--- config.mk ---
export PLATFORM = sky130hd
export DESIGN_NAME = pwm_capture
export DESIGN_NICKNAME = d
export VERILOG_FILES = /design/src/rtl/pwm_pkg.sv /design/src/rtl/pwm_edge_sync.sv /design/src/rtl/pwm_capture.sv
export SDC_FILE = /design/constraint.sdc
export NUM_CORES = 1
export LEC_CHECK = 0
export CELL_PAD_IN_SITES_DETAIL_PLACEMENT = 1
export CELL_PAD_IN_SITES_GLOBAL_PLACEMENT = 1
export CORE_ASPECT_RATIO = 1.2
export CORE_UTILIZATION = 46
export DETAILED_ROUTE_END_ITERATION = 10
export PLACE_DENSITY = 0.91
export SKIP_CTS_REPAIR_TIMING = 1
export SLEW_MARGIN = 5
export SYNTH_ARGS = -nofsm -noshare
export SYNTH_HDL_FRONTEND = slang
export SYNTH_SLANG_ARGS = --single-unit
--- constraint.sdc ---
create_clock -name clk -period 5.3 [get_ports clk]
set_input_delay 0.53 -clock clk [delete_from_list [all_inputs] [get_ports clk]]
set_output_delay 0.53 -clock clk [all_outputs]
set_load 0.03 [all_outputs]
--- src/rtl/pwm_pkg.sv ---
// Shared definitions for the PWM capture block: default counter width and FSM state encoding.
package pwm_pkg;

  localparam int PWM_WIDTH = 16;

  typedef enum logic [1:0] {
    SEEK = 2'd0,
    HIGH = 2'd1,
    LOW  = 2'd2
  } state_t;

endpackage

--- src/rtl/pwm_edge_sync.sv ---
// Synchronizes pwm_in, optionally filters it (PWM_CAPTURE_GLITCH_FILTER_EN), and emits
// registered one-cycle rise/fall events.
module pwm_edge_sync #(
  parameter int SYNC_STAGES = 2
) (
  input  logic clk,
  input  logic rst_n,
  input  logic pwm_in,
  output logic rise,
  output logic fall
);

  logic [SYNC_STAGES-1:0] sync_q;
  logic                   sig;
  logic                   sig_d;

  always_ff @(posedge clk or negedge rst_n) begin
    if (!rst_n) begin
      sync_q <= '0;
    end else begin
      sync_q <= {sync_q[SYNC_STAGES-2:0], pwm_in};
    end
  end

`ifdef PWM_CAPTURE_GLITCH_FILTER_EN
  logic [1:0] hist;
  logic       filt_q;

  // Output follows the input only once three consecutive samples agree.
  assign sig = ((sync_q[SYNC_STAGES-1] == hist[0]) && (hist[0] == hist[1]))
               ? sync_q[SYNC_STAGES-1] : filt_q;

  always_ff @(posedge clk or negedge rst_n) begin
    if (!rst_n) begin
      hist   <= '0;
      filt_q <= 1'b0;
    end else begin
      hist   <= {hist[0], sync_q[SYNC_STAGES-1]};
      filt_q <= sig;
    end
  end
`else
  assign sig = sync_q[SYNC_STAGES-1];
`endif

  always_ff @(posedge clk or negedge rst_n) begin
    if (!rst_n) begin
      sig_d <= 1'b0;
      rise  <= 1'b0;
      fall  <= 1'b0;
    end else begin
      sig_d <= sig;
      rise  <= sig & ~sig_d;
      fall  <= ~sig & sig_d;
    end
  end

endmodule

--- src/rtl/pwm_capture.sv ---
// PWM period / high-time capture: SEEK/HIGH/LOW FSM with saturating counter.
// Optional input glitch filter in pwm_edge_sync via PWM_CAPTURE_GLITCH_FILTER_EN.
module pwm_capture
  import pwm_pkg::*;
#(
  parameter int WIDTH       = PWM_WIDTH,
  parameter int SYNC_STAGES = 2
) (
  input  logic             clk,
  input  logic             rst_n,
  input  logic             pwm_in,
  input  logic             clr,
  output logic [WIDTH-1:0] period,
  output logic [WIDTH-1:0] high_time,
  output logic             valid,
  output logic             locked,
  output logic             ovf
);

  localparam logic [WIDTH-1:0] CNT_MAX = '1;
  localparam logic [WIDTH-1:0] CNT_ONE = {{(WIDTH-1){1'b0}}, 1'b1};

  logic             rise;
  logic             fall;
  state_t           state;
  logic [WIDTH-1:0] cnt;
  logic [WIDTH-1:0] hi_lat;

  pwm_edge_sync #(
    .SYNC_STAGES(SYNC_STAGES)
  ) u_edge_sync (
    .clk   (clk),
    .rst_n (rst_n),
    .pwm_in(pwm_in),
    .rise  (rise),
    .fall  (fall)
  );

  always_ff @(posedge clk or negedge rst_n) begin
    if (!rst_n) begin
      state     <= SEEK;
      cnt       <= '0;
      hi_lat    <= '0;
      period    <= '0;
      high_time <= '0;
      valid     <= 1'b0;
      locked    <= 1'b0;
      ovf       <= 1'b0;
    end else begin
      valid <= 1'b0;
      if (clr) begin
        state     <= SEEK;
        cnt       <= '0;
        hi_lat    <= '0;
        period    <= '0;
        high_time <= '0;
        locked    <= 1'b0;
        ovf       <= 1'b0;
      end else begin
        case (state)
          SEEK: begin
            if (rise) begin
              cnt   <= CNT_ONE;
              state <= HIGH;
            end
          end
          HIGH: begin
            // Saturating here keeps hi_lat strictly below any later period.
            if (cnt == CNT_MAX) begin
              ovf   <= 1'b1;
              state <= SEEK;
            end else begin
              cnt <= cnt + CNT_ONE;
              if (fall) begin
                hi_lat <= cnt;
                state  <= LOW;
              end
            end
          end
          LOW: begin
            if (rise) begin
              period    <= cnt;
              high_time <= hi_lat;
              valid     <= 1'b1;
              locked    <= 1'b1;
              cnt       <= CNT_ONE;
              state     <= HIGH;
            end else if (cnt == CNT_MAX) begin
              ovf   <= 1'b1;
              state <= SEEK;
            end else begin
              cnt <= cnt + CNT_ONE;
            end
          end
          default: state <= SEEK;
        endcase
      end
    end
  end

endmodule
==> results.rst, run 1 <==
.. list-table::
   :header-rows: 1

   * - Metric
     - Value
   * - Max frequency
     - 398 MHz
   * - Flip-flop and latch count after synthesis
     - 74
   * - Commonest cells after routing, fill and taps aside
     - sky130_fd_sc_hd__nand2_1 (97), sky130_fd_sc_hd__dfrtp_1 (74), sky130_fd_sc_hd__a21oi_1 (48)
   * - CTS root buf
     - sky130_fd_sc_hd__clkbuf_8
   * - Placement row count
     - 34
   * - Fill count
     - 856
   * - Post-synth ARST share
     - 100%
   * - Number of global-route vias before repair
     - 2957
   * - Critical path data arrival time
     - 2.74 ns
   * - Static Leak
     - 1.58 nW
   * - Congestion Overflow GR
     - 0
   * - Primary FF master, synth
     - sky130_fd_sc_hd__dfrtp_1
   * - Number of buffers inserted during clock tree synthesis
     - 9
   * - Hold Crit Class
     - input port to async pin
   * - EDFF count, synth
     - 0
   * - Count of mapped cells out of synthesis
     - 367
   * - Final HPWL DP
     - 5900 um
   * - Net count reported at finish
     - 404
   * - Number of hold violations in the final report
     - 0
   * - GRT Overall Usage
     - 25.6%
   * - Number of detailed-route iterations in the first pass
     - 4
   * - Number of DRC markers in iteration 0
     - 136
   * - Final setup violation count
     - 0
   * - Via count
     - 2806
   * - Clk sinks
     - 74
   * - Average wire per standard cell
     - 18.2 um
   * - Number of buffer cells added on primary ports
     - 38
   * - Clock tree from TritonCTS
     - built
   * - Antenna violations before repair
     - 0
   * - Worst-Margin Slew
     - 1.14 ns
   * - Starting utilization of the core area
     - 47.3%
   * - DRT Wirelength
     - 8900 um
   * - Most frequent standard cell in the layout excluding fill and tap cells
     - sky130_fd_sc_hd__nand2_1
   * - Gp weighted congestion
     - 0.897
   * - Sequential area share after synthesis
     - 54.1%
   * - Cell area power density
     - 294 nW/um^2
   * - Status
     - complete, no violations
   * - Syn_area_per_cell
     - 9.33 sq um
   * - Combined flip-flop and latch cell area
     - 1850 sq um
   * - Total negative slack for setup checks
     - 0 ns
   * - DRC Markers
     - 0
   * - Critical setup path kind
     - flop to flop
   * - Max-slew headroom
     - 23.6%
   * - Clock-pin slew of the registers on the worst-case setup and hold paths
     - 0.09 ns
   * - Die H
     - 96.5 um
   * - Yosys warnings
     - 0
   * - Global-route wire length before repair
     - 14800 um
   * - Width of the chip
     - 80.8 um
   * - Skew final
     - 0.00773 ns
   * - Boundary Pins
     - 39
   * - CTS max path bufs
     - 2
   * - Mapped Area
     - 3420 sq um
   * - Source-to-sink clock delay at the later pin of the worst-skew pair
     - 0.36 ns
   * - Peak VDD IR
     - 0.150 mV
   * - PnR Total Power
     - 1.16 mW
   * - Final critical path time including I/O delays and setup
     - 2.51 ns
   * - Final antenna-violating net count
     - 0
   * - Startpoint class of the critical path
     - flop
   * - Multi-input combinational cell area
     - 1420 sq um
   * - Maximum number of pins on one net before global-route repair
     - 75
   * - Area of the die
     - 7790 sq um
   * - Final Slew Violations
     - 0
   * - Library cells used by synthesis
     - 46
   * - Diode count
     - 0
   * - Area of the core
     - 7230 sq um
   * - Area growth from synthesis to layout
     - 15.8%
   * - Maximum level of the CTS H-tree
     - 3
   * - Post-Synthesis Net Count
     - 376
   * - Critical Path RT
     - 5.53 ns
   * - Max-capacitance violation count
     - 0
   * - Unrepaired setup endpoints after global routing
     - false
   * - Final period util
     - 47.4%
   * - Layout cell share with drive strength beyond 1
     - 12.3%
   * - Post-DR vias/cell
     - 5.73
   * - Crit end category
     - flop
   * - Crit Path Max Fanout
     - 16
==> per-layer routing <==
| metal | routed length, um | global-route usage, % |
|---|---|---|
| met1 | 3770 | 30.5 |
| met2 | 4710 | 44.8 |
| met3 | 294 | 5.54 |
| met4 | 130 | 9.97 |
| met5 | 0 | 0 |
==> cells by family (layout without fill, tap and decap cells) <==
kind of cell | count (synthesis) | count (layout) | synth area share [%]
DFF | 74 | 74 | 54.1
xor gates and xnor gates | 4 | 4 | 1.02
and+or+nand+nor | 171 | 171 | 23.8
buffers and inverters | 29 | 62 | 4.46
adders and majority gates | 5 | 5 | 1.83
AOI/OAI and AO/OA | 84 | 84 | 14.8
==> final cells by class <==
| class | instances | area share (%) |
|---|---|---|
| multi-input cells | 264 | 35.8 |
| flip-flops and latches | 74 | 46.7 |
| clock buffers | 10 | 3.22 |
| well taps | 90 | 2.84 |
| repair buffers | 41 | 9.91 |
| inverters | 5 | 0.473 |
| clock inverters | 6 | 1.07 |
==> worst max-delay path, cell delays in order (launching register included) <==
cell                      delay (ns)
sky130_fd_sc_hd__dfrtp_1        0.55
sky130_fd_sc_hd__ha_1           0.34
sky130_fd_sc_hd__nand4_4        0.15
sky130_fd_sc_hd__or4_4          0.67
sky130_fd_sc_hd__and3_1         0.41
sky130_fd_sc_hd__nand2_1        0.17
sky130_fd_sc_hd__a21oi_1        0.08
==> state kept, by name, summed over array words and instances, names as in the netlist, 2 cells and up <==
| name | cells |
|---|---|
| period | 16 |
| cnt | 16 |
| u_edge_sync.sync_q | 2 |
| hi_lat | 16 |
| high_time | 16 |
| state | 2 |
==> through the flow <==
| stage | util [%] | instance area [sq um] | hold WS, ns | setup WS [ns] | instances |
|---|---|---|---|---|---|
| 2_1_floorplan | - | 3420 | 0.234 | 3.22 | 367 |
| 3_3_place_gp | 52.5 | 3790 | 0.337 | 2.86 | 474 |
| 3_5_place_dp | 52.5 | 3790 | 0.341 | 2.83 | 474 |
| 4_1_cts | 54.8 | 3970 | 0.360 | 2.79 | 490 |
| 5_1_grt | 54.8 | 3970 | 0.372 | 2.57 | 490 |
| 6_report | 54.8 | 3970 | 0.358 | 2.79 | 490 |
==> report_power, final <==
group          switching [mW]  internal, mW  leakage (nW)
sequential             0.0175         0.575          1.02
clock                   0.235         0.171        0.0827
combinational           0.118        0.0484         0.476
total                   0.370         0.794          1.58
==> path summary, 6_finish.rpt <==
path	startpoint	slack, ns	endpoint	cells past startpoint
setup / recovery	cnt[0]$_DFFE_PN0P_	2.79	hi_lat[1]$_DFFE_PN0P_	6
hold reg to reg	u_edge_sync.sync_q[0]$_DFF_PN0_	0.36	u_edge_sync.sync_q[1]$_DFF_PN0_	0
setup reg to reg	cnt[0]$_DFFE_PN0P_	2.79	hi_lat[1]$_DFFE_PN0P_	6
hold / removal	rst_n	0.36	high_time[10]$_DFFE_PN0P_	2
max in group asynchronous	rst_n	4.28	hi_lat[1]$_DFFE_PN0P_	2
min in group clk	u_edge_sync.sync_q[0]$_DFF_PN0_	0.36	u_edge_sync.sync_q[1]$_DFF_PN0_	0
==> cells in the mapped netlist, types with 3 or more instances <==
library cell | number | area [sq um]
sky130_fd_sc_hd__a21oi_2 | 10 | 87.6
sky130_fd_sc_hd__nor2_1 | 25 | 93.8
sky130_fd_sc_hd__nor3_1 | 4 | 20.0
sky130_fd_sc_hd__nand3_1 | 8 | 40.0
sky130_fd_sc_hd__clkbuf_1 | 16 | 60.1
sky130_fd_sc_hd__dfrtp_1 | 74 | 1850
sky130_fd_sc_hd__nand2_1 | 97 | 364
sky130_fd_sc_hd__o21ai_0 | 11 | 55.1
sky130_fd_sc_hd__nor4_1 | 5 | 31.3
sky130_fd_sc_hd__buf_2 | 4 | 20.0
sky130_fd_sc_hd__a21oi_1 | 48 | 240
sky130_fd_sc_hd__inv_1 | 5 | 18.8
sky130_fd_sc_hd__nand2_2 | 10 | 62.6
sky130_fd_sc_hd__nor2b_1 | 5 | 31.3
sky130_fd_sc_hd__xnor2_1 | 4 | 35.0
sky130_fd_sc_hd__buf_6 | 3 | 33.8
sky130_fd_sc_hd__ha_1 | 5 | 62.6
Note: power is estimated with default switching activity, not from simulation.
==> inputs of run 2 (changes only) <==
--- a/config.mk
+++ b/config.mk
@@ -8,9 +8,9 @@
 export CELL_PAD_IN_SITES_DETAIL_PLACEMENT = 1
 export CELL_PAD_IN_SITES_GLOBAL_PLACEMENT = 1
 export CORE_ASPECT_RATIO = 1.2
-export CORE_UTILIZATION = 46
+export CORE_UTILIZATION = 43
 export DETAILED_ROUTE_END_ITERATION = 10
-export PLACE_DENSITY = 0.91
+export PLACE_DENSITY = 0.86
 export SKIP_CTS_REPAIR_TIMING = 1
 export SLEW_MARGIN = 5
 export SYNTH_ARGS = -nofsm -noshare
==> constraint.sdc (replaced) <==
create_clock -name clk -period 2.48 [get_ports clk]
set_input_delay 0.248 -clock clk [delete_from_list [all_inputs] [get_ports clk]]
set_output_delay 0.248 -clock clk [all_outputs]
set_load 0.03 [all_outputs]
==> run 2 against run 1 <==
Effect of this change:
- worst hold slack got worse by 0.19 ns
- core utilization decreased by 1.2 points
- routed wire length decreased by 2.4%
- final area increased by 4.3%
- sequential share of layout area decreased by 1.9 points
- combinational power increased by 150%
- fmax increased by 15%
==> results.rst, run 2 (synthesis results as in run 1) <==
.. list-table::
   :header-rows: 1

   * - Metric
     - Value
   * - Status
     - complete, no violations
   * - Critical path data arrival time
     - 2.39 ns (-0.35 ns)
   * - Final instance area
     - 4140 sq um (+4.3%)
   * - Maximum level of the CTS H-tree
     - 3 (unchanged)
   * - Number of global-route vias before repair
     - 2970 (+0.44%)
   * - Total negative slack for setup checks
     - 0 ns (unchanged)
   * - Most frequent standard cell in the layout excluding fill and tap cells
     - sky130_fd_sc_hd__nand2_1
   * - Critical setup path kind
     - flop to flop
   * - Average wire per standard cell
     - 17.2 um (-5.3%)
   * - Layout cell share with drive strength beyond 1
     - 15.0% (+2.8 points)
   * - Final setup violation count
     - 0 (unchanged)
   * - Final critical path time including I/O delays and setup
     - 2.19 ns (-0.323 ns)
   * - Boundary Pins
     - 39 (unchanged)
   * - Area of the core
     - 7710 sq um (+6.6%)
   * - DRC Markers
     - 0 (unchanged)
   * - Critical path, cell by cell
     - inv_1 > ha_1 > nor2b_1 > o211ai_1 > o21ai_0 > o2bb2ai_1
   * - Worst Hold Margin
     - 0.167 ns (-0.191 ns)
   * - Number of hold violations in the final report
     - 0 (unchanged)
   * - Peak VDD IR
     - 0.421 mV (+180%)
   * - Post-DR vias/cell
     - 5.56 (-2.9%)
   * - Number of buffers inserted during clock tree synthesis
     - 9 (unchanged)
   * - CTS max path bufs
     - 2 (unchanged)
   * - Number of buffer cells added on primary ports
     - 38 (unchanged)
   * - Congestion Overflow GR
     - 0 (unchanged)
   * - Final HPWL DP
     - 5960 um (+1.0%)
   * - Maximum number of pins on one net before global-route repair
     - 56 (-25%)
   * - GRT Overall Usage
     - 22.3% (-3.2 points)
   * - Final std cells w/o fill
     - 505 (+3.1%)
   * - Cells after DPL
     - 488 (+3.0%)
   * - Antenna violations before repair
     - 0 (unchanged)
   * - Critical Path RT
     - 2.68 ns (-2.85 ns)
   * - Hold Crit Class
     - input port to flop
   * - Static Leak
     - 1.67 nW (+5.9%)
   * - Diode count
     - 0 (unchanged)
   * - Slowest stage delay, CP
     - 0.63 ns (-0.04 ns)
   * - DRT Wirelength
     - 8690 um (-2.4%)
   * - Max-capacitance violation count
     - 0 (unchanged)
   * - Worst-path cell with the longest stage delay
     - sky130_fd_sc_hd__o211ai_1
   * - Cell area power density
     - 655 nW/um^2 (+120%)
   * - Area growth from synthesis to layout
     - 20.8%
   * - Commonest cells after routing, fill and taps aside
     - sky130_fd_sc_hd__nand2_1 (97), sky130_fd_sc_hd__dfrtp_1 (74), sky130_fd_sc_hd__a21oi_1 (48)
   * - Placement row count
     - 35 (+2.9%)
   * - Unrepaired setup endpoints after global routing
     - false
   * - Number of detailed-route iterations in the first pass
     - 4 (unchanged)
   * - Clk sinks
     - 74 (unchanged)
   * - Area of the die
     - 8320 sq um (+6.8%)
   * - Gp weighted congestion
     - 0.881 (-1.8%)
   * - Clock-pin slew of the registers on the worst-case setup and hold paths
     - 0.08 ns (about the same)
   * - Final antenna-violating net count
     - 0 (unchanged)
   * - Final Slew Violations
     - 0 (unchanged)
   * - Max-slew headroom
     - 48.9% (+25 points)
   * - Max frequency
     - 457 MHz (+15%)
   * - Clock tree from TritonCTS
     - built
   * - Die H
     - 99.7 um (+3.4%)
   * - Source-to-sink clock delay at the later pin of the worst-skew pair
     - 0.35 ns (about the same)
   * - Width of the chip
     - 83.5 um (+3.3%)
   * - Starting utilization of the core area
     - 44.4% (-2.9 points)
   * - Skew final
     - 0.00833 ns (+0.000609 ns)
   * - Cell area after placement
     - 3900 sq um (+2.8%)
   * - Crit Path Max Fanout
     - 8 (-8)
   * - Via count
     - 2807 (+0.036%)
   * - Net count reported at finish
     - 417 (+3.2%)
   * - Number of DRC markers in iteration 0
     - 115 (-15%)
   * - Final period util
     - 88.3% (+41 points)
   * - Startpoint class of the critical path
     - flop
   * - CTS root buf
     - sky130_fd_sc_hd__clkbuf_8
   * - Worst-Margin Slew
     - 0.763 ns (-0.380 ns)
   * - Global-route wire length before repair
     - 14800 um (about the same)
   * - Crit end category
     - flop
## run 2: layer usage
layer  wire [um]  vias up  global-route usage, %
li1            -     1313                      -
met1        3860     1422                   28.4
met2        4390       56                   37.7
met3         248       16                   3.98
met4         190        0                   9.52
met5           0        -                      0
## run 2: worst max-delay path: cells and delay by family, from the launching register on
kind	cells	cell delay [ns]
compound gates	3	1.07
fa+ha+maj	1	0.28
buf+inv	1	0.08
flops	1	0.41
simple gates	1	0.20
## run 2: stage by stage
step	setup slack (ns)	power, mW	utilization [%]
2_1_floorplan	0.404	1.55	-
3_3_place_gp	0.408	1.66	50.6
5_1_grt	0.139	2.83	53.7
3_5_place_dp	0.305	1.67	50.6
4_1_cts	0.289	2.73	53.5
6_report	0.290	2.71	53.7
## run 2: final cells by class
| type | count | area [sq um] |
|---|---|---|
| clock inverters | 7 | 101 |
| multi-input cells | 264 | 1420 |
| repair buffers | 54 | 505 |
| flip-flops and latches | 74 | 1850 |
| well taps | 92 | 115 |
| fillers | 871 | 3570 |
| inverters | 5 | 18.8 |
| clock buffers | 9 | 124 |
## run 2: worst paths after layout
check | cells past startpoint | slack, ns | to | start
max in group asynchronous | 3 | 1.43 | cnt[4]$_DFFE_PN0P_ | rst_n
max reg2reg | 6 | 0.29 | cnt[15]$_DFFE_PN0P_ | state[0]$_DFFE_PN0P_
min | 2 | 0.17 | period[6]$_DFFE_PN0P_ | clr
min in group asynchronous | 2 | 0.38 | high_time[13]$_DFFE_PN0P_ | rst_n
min reg2reg | 0 | 0.36 | u_edge_sync.sync_q[1]$_DFF_PN0_ | u_edge_sync.sync_q[0]$_DFF_PN0_
max | 6 | 0.29 | cnt[15]$_DFFE_PN0P_ | state[0]$_DFFE_PN0P_
## run 2: report_power, final
group / total [mW] / switching (mW) / internal [mW]
clock network: 1.05 / 0.479 / 0.573
registers: 1.25 / 0.0211 / 1.23
logic: 0.409 / 0.284 / 0.125
total: 2.71 / 0.784 / 1.93
